### src/rtl/placement_dump_pkg.sv
// Shared constants for the placement read-back engine: geometry, memory widths,
// FSM state encoding and record flag bit positions.
package placement_pkg;

  localparam int N       = 8;
  localparam int DW      = 32;
  localparam int GRID_AW = 12;
  localparam int POS_AW  = 7;
  localparam int CW      = $clog2(N);

  localparam logic [DW-1:0] EMPTY     = 32'hFFFF_FFFF;
  localparam logic [DW-1:0] POS_LIMIT = DW'(1) << POS_AW;

  localparam logic [3:0] S_IDLE     = 4'd0;
  localparam logic [3:0] S_GRD_RD   = 4'd1;
  localparam logic [3:0] S_GRD_WAIT = 4'd2;
  localparam logic [3:0] S_GRD_CHK  = 4'd3;
  localparam logic [3:0] S_POS_RD   = 4'd4;
  localparam logic [3:0] S_POS_WAIT = 4'd5;
  localparam logic [3:0] S_POS_CHK  = 4'd6;
  localparam logic [3:0] S_EMIT     = 4'd7;
  localparam logic [3:0] S_ADV      = 4'd8;
  localparam logic [3:0] S_DONE     = 4'd9;

  localparam int FLAG_MISMATCH = 0;
  localparam int FLAG_RANGE    = 1;

endpackage

### src/rtl/placement_dump_grid_scan_counter.sv
// Row/column scan counter over the N x N grid; col wraps into a row increment,
// and last marks the final cell so the scanner knows when to stop.
module grid_scan_counter
  import placement_pkg::*;
(
  input  logic          clk,
  input  logic          reset,
  input  logic          clr,
  input  logic          adv,
  output logic [CW-1:0] row,
  output logic [CW-1:0] col,
  output logic          last
);

  assign last = (row == CW'(N - 1)) && (col == CW'(N - 1));

  always_ff @(posedge clk) begin
    if (!reset || clr) begin
      row <= '0;
      col <= '0;
    end else if (adv && !last) begin
      if (col == CW'(N - 1)) begin
        col <= '0;
        row <= row + CW'(1);
      end else begin
        col <= col + CW'(1);
      end
    end
  end

endmodule

### src/rtl/placement_dump.sv
// Scans the grid RAM, cross-checks each occupied cell against pos_X/pos_Y and
// streams one (node, x, y, flags) record per occupied cell over valid/ready.
module placement_dump
  import placement_pkg::*;
(
  input  logic               clk,
  input  logic               reset,
  input  logic               start,
  output logic               busy,
  output logic               done,
  output logic               reGrid,
  output logic [GRID_AW-1:0] addrGrid,
  input  logic [DW-1:0]      doutGrid,
  output logic               rePX,
  output logic               rePY,
  output logic [POS_AW-1:0]  addrPos,
  input  logic [DW-1:0]      doutPX,
  input  logic [DW-1:0]      doutPY,
  output logic               rec_valid,
  input  logic               rec_ready,
  output logic [DW-1:0]      rec_node,
  output logic [DW-1:0]      rec_x,
  output logic [DW-1:0]      rec_y,
  output logic [1:0]         rec_flags,
  output logic [15:0]        cell_count,
  output logic [15:0]        err_count
);

  logic [3:0]         state;
  logic [CW-1:0]      row;
  logic [CW-1:0]      col;
  logic               last;
  logic [GRID_AW-1:0] grid_addr;

  function automatic logic [15:0] sat_inc(input logic [15:0] v);
    return (v == 16'hFFFF) ? v : v + 16'd1;
  endfunction

  grid_scan_counter u_cnt (
    .clk   (clk),
    .reset (reset),
    .clr   (state == S_IDLE && start),
    .adv   (state == S_ADV),
    .row   (row),
    .col   (col),
    .last  (last)
  );

  assign grid_addr = GRID_AW'(row) * GRID_AW'(N) + GRID_AW'(col);

  // Strobes are registered and default low, so each read pulses for exactly one cycle.
  always_ff @(posedge clk) begin
    if (!reset) begin
      state      <= S_IDLE;
      busy       <= 1'b0;
      done       <= 1'b0;
      reGrid     <= 1'b0;
      addrGrid   <= '0;
      rePX       <= 1'b0;
      rePY       <= 1'b0;
      addrPos    <= '0;
      rec_valid  <= 1'b0;
      rec_node   <= '0;
      rec_x      <= '0;
      rec_y      <= '0;
      rec_flags  <= '0;
      cell_count <= '0;
      err_count  <= '0;
    end else begin
      done   <= 1'b0;
      reGrid <= 1'b0;
      rePX   <= 1'b0;
      rePY   <= 1'b0;
      case (state)
        S_IDLE: begin
          if (start) begin
            cell_count <= '0;
            err_count  <= '0;
            busy       <= 1'b1;
            state      <= S_GRD_RD;
          end
        end
        S_GRD_RD: begin
          reGrid   <= 1'b1;
          addrGrid <= grid_addr;
          state    <= S_GRD_WAIT;
        end
        S_GRD_WAIT: state <= S_GRD_CHK;
        S_GRD_CHK: begin
          if (doutGrid == EMPTY) begin
            state <= S_ADV;
          end else begin
            rec_node  <= doutGrid;
            rec_x     <= DW'(row);
            rec_y     <= DW'(col);
            rec_flags <= '0;
            if (doutGrid >= POS_LIMIT) begin
              rec_flags[FLAG_RANGE] <= 1'b1;
              rec_valid             <= 1'b1;
              state                 <= S_EMIT;
            end else begin
              state <= S_POS_RD;
            end
          end
        end
        S_POS_RD: begin
          rePX    <= 1'b1;
          rePY    <= 1'b1;
          addrPos <= rec_node[POS_AW-1:0];
          state   <= S_POS_WAIT;
        end
        S_POS_WAIT: state <= S_POS_CHK;
        S_POS_CHK: begin
          rec_flags[FLAG_MISMATCH] <= (doutPX != rec_x) || (doutPY != rec_y);
          rec_valid                <= 1'b1;
          state                    <= S_EMIT;
        end
        S_EMIT: begin
          if (rec_ready) begin
            rec_valid  <= 1'b0;
            cell_count <= sat_inc(cell_count);
            if (rec_flags != 2'b00) err_count <= sat_inc(err_count);
            state <= S_ADV;
          end
        end
        S_ADV: state <= last ? S_DONE : S_GRD_RD;
        S_DONE: begin
          done  <= 1'b1;
          busy  <= 1'b0;
          state <= S_IDLE;
        end
        default: state <= S_IDLE;
      endcase
    end
  end

endmodule

### config.mk
export PLATFORM = sky130hd
export DESIGN_NAME = placement_dump
export DESIGN_NICKNAME = d
export VERILOG_FILES = /design/src/rtl/placement_dump_pkg.sv /design/src/rtl/placement_dump_grid_scan_counter.sv /design/src/rtl/placement_dump.sv
export SDC_FILE = /design/constraint.sdc
export NUM_CORES = 1
export LEC_CHECK = 0
export CORE_ASPECT_RATIO = 1.4
export CORE_MARGIN = 2
export CORE_UTILIZATION = 44
export CTS_CLUSTER_SIZE = 14
export DETAILED_ROUTE_END_ITERATION = 10
export PLACE_DENSITY = 0.91
export SLEW_MARGIN = 20
export SYNTH_ARGS = -nofsm -noshare
export SYNTH_HDL_FRONTEND = slang
export SYNTH_HIERARCHICAL = 1
export SYNTH_SLANG_ARGS = --single-unit
### constraint.sdc
create_clock -name clk -period 6 [get_ports clk]
set_clock_uncertainty 0.15 [all_clocks]
set_input_delay 1.5 -clock clk [delete_from_list [all_inputs] [get_ports clk]]
set_output_delay 1.5 -clock clk [all_outputs]
set_load 0.01 [all_outputs]
==> results of run 1 <==
==> power breakdown <==
| part | internal (mW) | switching, mW |
|---|---|---|
| registers | 0.679 | 0.0179 |
| clock network | 0.330 | 0.267 |
| logic | 0.122 | 0.116 |
==> registers in the layout (all words and copies together) (netlist names) <==
signal / cells
rec_flags: 2
addrPos: 7
rec_node: 32
err_count: 16
reGrid: 1
u_cnt/col: 3
state: 4
u_cnt/row: 3
busy: 1
rePY: 1
rec_x: 3
rec_y: 3
cell_count: 16
addrGrid: 6
done: 1
rec_valid: 1
==> per-stage QoR <==
| step | instance area, um2 | utilization | cells | setup slack [ns] |
|---|---|---|---|---|
| after detailed placement | 6850 | 0.604 | 889 | 1.81 |
| final | 7160 | 0.631 | 905 | 2.14 |
| after CTS | 7160 | 0.631 | 905 | 2.16 |
| after floorplan | 5330 | - | 644 | 2.59 |
| after global placement | 6850 | 0.604 | 889 | 1.86 |
| after global routing | 7160 | 0.631 | 905 | 1.98 |
==> final cells by class <==
class	instances	area, um2
fillers	904	4180
multi-input cells	441	2700
flip-flops and latches	100	2000
repair buffers	194	1930
clock buffers	9	225
well taps	144	180
clock inverters	7	80.1
inverters	10	37.5
==> logic make-up after synthesis <==
family	after synthesis	synth area share
simple gates	228	0.239
xor+xnor	16	0.0275
fa+ha+maj	6	0.0147
compound gates	78	0.102
other cells	1	0.000736
flops	100	0.393
mux	49	0.0963
buf+inv	103	0.127
==> layout by cell type, fill, tap and decap left out, types with 13 or more instances in the layout <==
cell / instances
sky130_fd_sc_hd__nor4_1: 23
sky130_fd_sc_hd__a21oi_1: 29
sky130_fd_sc_hd__nand4_1: 28
sky130_fd_sc_hd__dfxtp_1: 100
sky130_fd_sc_hd__nand2_1: 31
sky130_fd_sc_hd__nor2_1: 68
sky130_fd_sc_hd__nand3_1: 14
sky130_fd_sc_hd__clkdlybuf4s50_1: 190
sky130_fd_sc_hd__or4_1: 13
sky130_fd_sc_hd__mux2i_1: 49
sky130_fd_sc_hd__conb_1: 64
sky130_fd_sc_hd__o21ai_0: 13
==> layer usage <==
layer | vias up | global-route usage | part of all wire
li1 | 2325 | - | -
met1 | 2222 | 0.246 | 0.37
met2 | 228 | 0.401 | 0.53
met3 | 30 | 0.0562 | 0.065
met4 | 0 | 0.0894 | 0.032
met5 | - | 0 | 0
==> worst max-delay path, cell delays in order <==
cell	delay, ns
sky130_fd_sc_hd__clkdlybuf4s50_1	0.49
sky130_fd_sc_hd__or4b_4	0.51
sky130_fd_sc_hd__a221oi_4	0.36
sky130_fd_sc_hd__nand4_1	0.37
sky130_fd_sc_hd__or4_1	0.60
sky130_fd_sc_hd__a21oi_1	0.15
==> path summary, 6_finish.rpt <==
kind,from,to,slack [ns],cells past startpoint
hold / removal,addrPos[2]$_SDFFE_PN0P_,addrPos[2]$_SDFFE_PN0P_,0.30,2
hold reg to reg,addrPos[2]$_SDFFE_PN0P_,addrPos[2]$_SDFFE_PN0P_,0.30,2
setup reg to reg,state[0]$_SDFFE_PN0P_,rec_node[17]$_SDFFE_PN0P_,3.04,6
setup / recovery,start,err_count[15]$_SDFFE_PN0P_,2.14,6
==> results_dict.tcl, run 1 <==
set metrics [dict create \
    post_synth_inst_count 581 \
    floorplan.rows 46 \
    max-vdd-ir-drop_mv 0.156 \
    grt_setup_unrepaired "false" \
    cell_type_with_the_highest_aggregate_area_in_the_netlist "sky130_fd_sc_hd__dfxtp_1" \
    synth.ff_latch_count 100 \
    layout.nets 862 \
    die_y_um 131 \
    period_needed_ns 3.86 \
    wire_per_inst_um 15.4 \
    critical_path_class "input pin to flip-flop" \
    finalHoldViolations 0 \
    ctsLongestPathBuffers 2 \
    ys_seq_area_frac 0.393 \
    ant_nets 0 \
    die_area_um2 12500 \
    grt_usage 0.224 \
    status "finished, final reports clean" \
    hp-class "flip-flop to flip-flop" \
    syn-cell-area_um2 5090 \
    dpl.hpwl_mm 10.8 \
    first_global_vias 4659 \
    max-slew-margin-rel 0.414 \
    drive_above_1_share 0.0355 \
    pin_count 255 \
    numCtsBuffers 9 \
    yosys-top-cells-count "sky130_fd_sc_hd__dfxtp_1, sky130_fd_sc_hd__nor2_1, sky130_fd_sc_hd__buf_4" \
    max_freq_mhz 259 \
    antenna-diode-count 0 \
    holdBufCountCts 0 \
    grt_first_pass_wirelength_mm 22.3 \
    worst_setup_path_end_kind "flip-flop" \
    place.gp.congestion 0.841 \
    antenna_found_initial 0 \
    timing.hold.ws_ns 0.304 \
    post-cts-setup-buffers 0 \
    worst-slew-pin-transition_ns 0.877 \
    finalSetupTns_ns 0 \
    layout_worst_path_cycle_share 0.643 \
    ctsResizeCount 0 \
    asyncSetResetFlopFracSynth 0 \
    core_um2 11300 \
    post_synth_num_cell_types 54 \
    cts_num_sinks 100 \
    drt_first_iter_violations 155 \
    tritoncts "yes" \
    power.total_mw 1.53 \
    cts_max_level 3 \
    yosysMostFrequentCell "sky130_fd_sc_hd__dfxtp_1" \
    worst-path-max-fanout 11 \
    die_width_um 94.9 \
    avgSynthCellArea_um2 8.77 \
    dr.pass1.iters 4 \
    drt-vias-per-instance 5.31 \
    grt_max_degree 41 \
    synth_top_cells_by_area "sky130_fd_sc_hd__dfxtp_1, sky130_fd_sc_hd__mux2i_1, sky130_fd_sc_hd__buf_4, sky130_fd_sc_hd__nor2_1, sky130_fd_sc_hd__nand4_1" \
    dr_total_vias 4805 \
    timing.max_cap.violations 0 \
    worstPathRequired_ns 6.12 \
    synthesis.yosys.warnings 6 \
    global_route.overflow_total 0 \
    leakage_power_summed_over_all_cells_nw 2.51 \
    clk_pin_slew_ns 0.08 \
    worst-endpoint-arrival_ns 3.98 \
    growth_of_design_area_from_synthesis_to_finish_pct 40.5 \
    clkLatencyLatePin_ns 0.34 \
    synth_top_area_share 0.393 \
    cts.root.buffer_cell "sky130_fd_sc_hd__clkbuf_16" \
    routed_wirelength_mm 13.9 \
    numPortBuffers 190 \
    drc 0 \
    floorplan.initialDensity 0.449 \
    top_flip_flop_cell_by_instance_count_after_synthesis "sky130_fd_sc_hd__dfxtp_1" \
    synth-edff-count 0 \
    final_max_slew_viol_count 0 \
    power_dens_cells_nw_per_um2 214 \
    finalSetupViolations 0 \
    critical_path_launch_point_type "input pin" \
]
Note: power is estimated with default switching activity, not from simulation.
==> inputs of run 2 (changes only) <==
CORE_UTILIZATION = 37   (was 44)
PLACE_DENSITY = 0.82   (was 0.91)
clock period = 3.2 ns   (was 6 ns; I/O delays follow)
==> results_dict.tcl, run 2 (synthesis results as in run 1) <==
set metrics [dict create \
    cts_max_level 3 \
    drc 0 \
    ctsResizeCount 0 \
    die_width_um 103 \
    power_dens_cells_nw_per_um2 394 \
    max-vdd-ir-drop_mv 0.266 \
    grt_usage 0.195 \
    clkLatencyLatePin_ns 0.35 \
    finalHoldViolations 0 \
    power.total_mw 2.91 \
    worst-path-max-fanout 4 \
    floorplan.rows 50 \
    core_util_final 0.553 \
    hp-class "flip-flop to flip-flop" \
    worst_setup_path_end_kind "flip-flop" \
    dr.pass1.iters 4 \
    setup.worst_path.start "start" \
    number_of_flip_flops_under_the_largest_register_name 32 \
    dr_total_vias 4882 \
    finalSetupViolations 0 \
    launch_instance_of_the_worst_register_to_register_path "state[1]$_SDFFE_PN0P_" \
    finalSetupTns_ns 0 \
    tritoncts "yes" \
    dpl.hpwl_mm 11.1 \
    holdBufCountCts 0 \
    layout.filler_cells 1202 \
    worst-slew-pin-transition_ns 0.903 \
    antenna-diode-count 0 \
    cts.root.buffer_cell "sky130_fd_sc_hd__clkbuf_16" \
    max-slew-margin-rel 0.394 \
    worstPathRequired_ns 3.29 \
    die_area_um2 14700 \
    wire_per_inst_um 14.6 \
    grt_max_degree 32 \
    growth_of_design_area_from_synthesis_to_finish_pct 45.3 \
    placement.setup.worst_slack_ns -0.0950 \
    routed_wirelength_mm 14.1 \
    clk_pin_slew_ns 0.08 \
    period_needed_ns 2.99 \
    drt-vias-per-instance 5.05 \
    cts_num_sinks 100 \
    grt_setup_unrepaired "false" \
    first_global_vias 4650 \
    critical_path_launch_point_type "input pin" \
    timing.hold.ws_ns 0.305 \
    largest_registers_ranked_by_flip_flop_count "rec_node: 32 flops, cell_count: 16 flops, err_count: 16 flops" \
    worst-endpoint-arrival_ns 3.08 \
    critical_path_class "input pin to flip-flop" \
    grt_first_pass_wirelength_mm 22.6 \
    die_y_um 143 \
    leakage_power_summed_over_all_cells_nw 2.63 \
    placed_cells 950 \
    ant_nets 0 \
    place.gp.congestion 0.854 \
    antenna_found_initial 0 \
    core_um2 13400 \
    max_freq_mhz 335 \
    drive_above_1_share 0.0625 \
    layout_worst_path_cycle_share 0.934 \
    final_max_slew_viol_count 0 \
    numCtsBuffers 9 \
    post-cts-setup-buffers 0 \
    layout_commonest_cell "sky130_fd_sc_hd__clkdlybuf4s50_1" \
    detailed_place.area_um2 7080 \
    numPortBuffers 190 \
    floorplan.initialDensity 0.380 \
    layout.nets 885 \
    fin_area_um2 7400 \
    timing.reg2reg.setup_slack_ns 0.61 \
    drt_first_iter_violations 112 \
    setup_slack_ns 0.211 \
    global_route.overflow_total 0 \
    timing.max_cap.violations 0 \
    registers.top_by_ff_count "rec_node" \
    pin_count 255 \
    stdcell_count 966 \
    ctsLongestPathBuffers 2 \
    min-delay-start "addrPos[6]$_SDFFE_PN0P_" \
    layout_common_cells "sky130_fd_sc_hd__clkdlybuf4s50_1, sky130_fd_sc_hd__dfxtp_1, sky130_fd_sc_hd__nor2_1" \
    status "finished, final reports clean" \
]
-- run 2: path summary, 6_finish.rpt --
path         cells past startpoint                     endpoint
max reg2reg                      6  cell_count[13]$_SDFFE_PN0P_
max                              7  cell_count[13]$_SDFFE_PN0P_
min reg2reg                      2      addrPos[6]$_SDFFE_PN0P_
min                              2      addrPos[6]$_SDFFE_PN0P_
-- run 2: critical path, stage by stage --
cell	delay, ns
sky130_fd_sc_hd__clkdlybuf4s50_1	0.50
sky130_fd_sc_hd__or4b_4	0.50
sky130_fd_sc_hd__buf_4	0.16
sky130_fd_sc_hd__a2111oi_2	0.36
sky130_fd_sc_hd__o21ai_0	0.26
sky130_fd_sc_hd__buf_4	0.20
sky130_fd_sc_hd__o41ai_1	0.30
-- run 2: area by class of cell --
type	instances	area, um2	share of cell area
Timing Repair Buffer	217	2120	0.286
Tap cell	182	228	0.0308
Clock buffer	9	225	0.0304
Clock inverter	7	96.3	0.0130
Multi-Input combinational cell	441	2700	0.364
Sequential cell	100	2000	0.270
Inverter	10	37.5	0.00507
-- run 2: where the power goes --
part	internal (mW)	switching [mW]
Combinational	0.253	0.225
Clock	0.572	0.562
Sequential	1.27	0.0289
-- run 2: per-layer routing --
layer,track usage,up-vias,share of wire
met5,0,-,0
met4,0.0644,0,0.020
met3,0.0494,20,0.076
met2,0.364,222,0.54
met1,0.210,2264,0.37
li1,-,2376,-
==> inputs of run 3 (changes only) <==
SLEW_MARGIN = not set   (was 20)
==> results of run 3 <==
The final DEF is identical to that of run 2; final timing and power are the same.
